**src/rtl/key_scanner.sv**
```systemverilog
// 8x8 keyboard matrix scanner: strobes one row at a time, debounces every key over two
// consecutive frame samples, and reports press/release events through a valid/ack handshake.
module key_scanner #(
    parameter int unsigned SCAN_DIV = 16
) (
    input  logic       clk,
    input  logic       reset_n,
    output logic [7:0] row_select,
    input  logic [7:0] key_in,
    output logic [7:0] key_code,
    output logic       key_valid,
    input  logic       key_ack,
    output logic [1:0] dbg_state
);

    // Handshake: an event is offered while key_valid is high; key_code is stable for
    // that whole time, and the event is consumed on a rising edge with key_valid & key_ack.
    typedef enum logic [1:0] {
        SCAN   = 2'd0,
        EVAL   = 2'd1,
        REPORT = 2'd2
    } state_t;

    localparam logic [15:0] DWELL_LAST = 16'(SCAN_DIV - 1);

    state_t          state;
    state_t          state_nxt;
    logic [2:0]      r;
    logic [15:0]     dwell;
    logic [7:0]      samp;
    logic [7:0][7:0] raw;
    logic [7:0][7:0] deb;
    logic [7:0]      chg;
    logic [2:0]      c_sel;

    assign row_select = ~(8'd1 << r);
    assign dbg_state  = state;

    // A key qualifies only when this sample matches the previous frame's sample
    // and disagrees with its debounced state.
    always_comb begin
        chg   = ~(samp ^ raw[r]) & (samp ^ deb[r]);
        c_sel = 3'd0;
        for (int i = 7; i >= 0; i--) begin
            if (chg[i]) c_sel = i[2:0];
        end
    end

    always_ff @(posedge clk or negedge reset_n) begin
        if (!reset_n) state <= SCAN;
        else          state <= state_nxt;
    end

    always_comb begin
        state_nxt = state;
        case (state)
            SCAN:    if (dwell == DWELL_LAST) state_nxt = EVAL;
            EVAL:    state_nxt = (chg == 8'd0) ? SCAN : REPORT;
            REPORT:  if (key_ack) state_nxt = EVAL;
            default: state_nxt = SCAN;
        endcase
    end

    always_ff @(posedge clk or negedge reset_n) begin
        if (!reset_n) begin
            r         <= 3'd0;
            dwell     <= 16'd0;
            samp      <= 8'hFF;
            raw       <= '1;
            deb       <= '1;
            key_code  <= 8'h00;
            key_valid <= 1'b0;
        end else begin
            case (state)
                SCAN: begin
                    if (dwell == DWELL_LAST) begin
                        samp  <= key_in;
                        dwell <= 16'd0;
                    end else begin
                        dwell <= dwell + 16'd1;
                    end
                end
                EVAL: begin
                    // The row sample is committed to raw only once every change in it is reported.
                    if (chg == 8'd0) begin
                        raw[r] <= samp;
                        r      <= r + 3'd1;
                    end else begin
                        deb[r][c_sel] <= samp[c_sel];
                        key_code      <= {samp[c_sel], c_sel, 1'b0, r};
                        key_valid     <= 1'b1;
                    end
                end
                REPORT: begin
                    if (key_ack) key_valid <= 1'b0;
                end
                default: ;
            endcase
        end
    end

endmodule

```
**config.mk**
```make
export PLATFORM = sky130hd
export DESIGN_NAME = key_scanner
export DESIGN_NICKNAME = d
export VERILOG_FILES = /design/src/rtl/key_scanner.sv
export SDC_FILE = /design/constraint.sdc
export NUM_CORES = 1
export LEC_CHECK = 0
export CORE_MARGIN = 3
export CORE_UTILIZATION = 50
export DETAILED_ROUTE_END_ITERATION = 10
export PLACE_DENSITY = 0.67
export SLEW_MARGIN = 15
export SYNTH_ARGS = -nofsm -noshare
export SYNTH_HDL_FRONTEND = slang
export SYNTH_SLANG_ARGS = --single-unit
```
**constraint.sdc**
```tcl
create_clock -name clk -period 10.35 [get_ports clk]
set_input_delay 2.07 -clock clk [delete_from_list [all_inputs] [get_ports clk]]
set_output_delay 2.07 -clock clk [all_outputs]
set_load 0.01 [all_outputs]
```
==> run_results.csv <==
group,metric,value,unit
worst_setup_path,cp_data_required_time,8280,ps
worst_setup_path,critical_path.endpoint_type,"output pin",
synthesis,synth_edf_count,0,
synthesis,postSynthAreaPerCell,11.9,sq um
global_route,globalRouteOverflowTotal,0,
drt,routed_wl,20800,um
floorplanning,io-pin-count,30,
sta,slew_viol_final,0,
floorplanning,fp.dieH,137,um
clock_tree,cts_num_sinks,165,
worst_setup_path,critPathMaxFanout,44,
global_route,track_usage,0.232,
floorplanning,die_area,18900,sq um
power_and_ir_drop,peakVddDrop,0.000158,V
power_and_ir_drop,p_leak,3.75,nW
clock_tree,htree_num_levels,4,
synthesis,synth_area,8640,sq um
sta,setup_viol,0,
global_route,antenna_found_initial,0,
worst_setup_path,critPathSlowestCell,"dfrtp_2",
synthesis,synthCells,727,
clock_tree,cts_buffers,17,
clock_tree,clockBufferDepth,2,
clock_tree,clockRootBuffer,"clkbuf_16",
synthesis,yosys_warnings,0,
synthesis,synthMostInstantiatedCell,"dfstp_2",
sta,period_share,0.525,
drt,remaining_drc_errors,0,
worst_setup_path,path_class,"reg2out",
clock_tree,cts_setup_buffers,0,
synthesis,synthDistinctLibCells,73,
sta,timing.setup.tns,0,ps
synthesis,async_flop_share,1.00,
outcome,outcome,"completed",
sta,timing.fmax,184,MHz
sta,hold_slack,476,ps
layout,diodes,0,
drt,avgRoutedWirePerCell,21.6,um
synthesis,synth_area_leaders,"dfstp_2, mux2_2, dfrtp_1",
floorplanning,start_util,0.516,
worst_hold_path,hold_path_class,"reg2reg",
worst_setup_path,critical_path_buf_inv_count,3,
worst_setup_path,slowest_delay,870,ps
layout,nNetsFinal,750,
global_route,grt_pass1_vias,5874,
synthesis,synth_nets,745,
sta,slew_headroom,0.347,
sta,finalHoldViolCount,0,
floorplanning,rows,47,
worst_setup_path,critical_path_arrival,3360,ps
sta,rsz0062_at_grt,"false",
placed_design,portBuffers,28,
synthesis,synth_seq_area_share,0.497,
clock_tree,clk_pin_slew_worst_paths,70,ps
power_and_ir_drop,power_density,279,nW/um^2
sta,final.setup_skew,8.14,ps
synthesis,ys_seq_elements,165,
drt,vias_per_cell,6.13,
synthesis,synth.top_cell.area_share,0.413,
layout,area_growth,10.9,%
floorplanning,die_w,137,um
placed_design,hpwl,13800,um
worst_setup_path,cp-start-kind,"register",
drt,first_pass_iters,5,
floorplanning,coreArea,16800,sq um
clock_tree,postCtsHoldBufs,0,
drt,vias,5920,
global_route,grt_max_degree,91,
run,cap_violations,0,
sta,min_period,5430,ps
clock_tree,worst_skew_pair.late_latency,430,ps
synthesis,synth_top_cell_by_area,"dfstp_2",
placed_design,routabilityCongestion,0.907,
synthesis,yosys-top-cells-count,"dfstp_2, mux2_2, nand2_1",
drt,ant_nets,0,
drt,drt_iter0_markers,469,
sta,worst_pin_slew,977,ps
worst_setup_path,path_cells,"buf_4 -> clkinv_1 -> ha_1 -> nand2_1 -> clkdlybuf4s50_1",
global_route,grt_pass1_wl,33100,um
clock_tree,cts_tree,"built",
layout,drive_gt1_frac,0.464,
worst_setup_path,crit_family,"buffers and inverters",
synthesis,synth_flop_cell,"dfstp_2",
clock_tree,cts_resized,0,
## cells by family after synthesis
kind of cell             share of synthesized area
AO/OA/AOI/OAI                               0.0801
flip-flops                                   0.497
other                                     0.000434
multiplexers                                 0.233
AND/OR/NAND/NOR                              0.133
buffers and inverters                       0.0329
adder cells (fa/ha/maj)                     0.0101
XOR/XNOR                                    0.0132
## metal layers
metal	GRT usage	wire, um	share of wire	vias up
met4	0.0782	442	0.021	0
met1	0.332	9600	0.46	3047
met3	0.0431	1010	0.049	29
li1	-	-	-	2670
met2	0.356	9780	0.47	174
met5	0	0	0	-
## registers in the layout, indices dropped and copies added, names as in the netlist
register,cells
dbg_state,2
deb,64
dwell,16
key_code,7
key_valid,1
r,3
raw,64
samp,8
## worst reg2reg max path, cell delays in order (launching register included)
cell and delay (ps):
dfrtp_2 870, buf_4 580, clkinv_1 500, a221oi_1 410, o22ai_1 180, a22oi_2 360
nor2b_1 550, nand4_2 480, nor2_2 680, mux2_2 420
## cell type report
class	count	area (sq um)
multi-input combinational	506	4060
sequential	165	4300
clock inverter	12	118
fill	1403	7170
clock buffer	20	478
inverter	9	33.8
tap	220	275
timing repair buffer	33	319
## metrics by stage
step                      power (W)  worst slack, ps   util  cells  instance area, sq um
after floorplan             0.00171             6970      -    727                  8640
after global placement      0.00201             5230  0.536    933                  8990
after detailed placement    0.00203             5220  0.536    933                  8990
after CTS                   0.00267             4940  0.572    965                  9590
after global routing        0.00282             4820  0.572    965                  9590
final                       0.00267             4920  0.572    965                  9590
## placed cells by master, fill, tap and decap left out, drive strengths merged, types with 9 or more instances in the layout
cell type      instances
a21oi                  9
a221oi                10
clkbuf                20
clkdlybuf4s50         27
dfrtp                 29
dfstp                136
inv                   11
mux2                 135
mux2i                 12
mux4                  16
nand2                 64
nand3                 23
nor2                  45
nor2b                 17
nor3                  12
nor4                  21
o21ai                 31
or3                    9
xnor2                 10
## where the power goes
| part | total, W | switching (W) | leakage [nW] | internal [W] |
|---|---|---|---|---|
| clock network | 0.000631 | 0.000270 | 0.286 | 0.000362 |
| registers | 0.000970 | 0.000141 | 1.78 | 0.000829 |
| logic | 0.00107 | 0.000683 | 1.69 | 0.000387 |
## path summary, 6_finish.rpt
path | from | to | slack (ps) | cells past startpoint
min in group asynchronous | reset_n | key_code[2] | 1720 | 1
worst max-delay path | r[1] | row_select[0] | 4920 | 5
worst min-delay path | dwell[15] | dwell[15] | 480 | 1
worst min register to register | dwell[15] | dwell[15] | 480 | 1
max in group asynchronous | reset_n | raw[2] | 7300 | 2
worst max register to register | r[1] | raw[9] | 5240 | 9
Note: power is estimated with default switching activity, not from simulation.
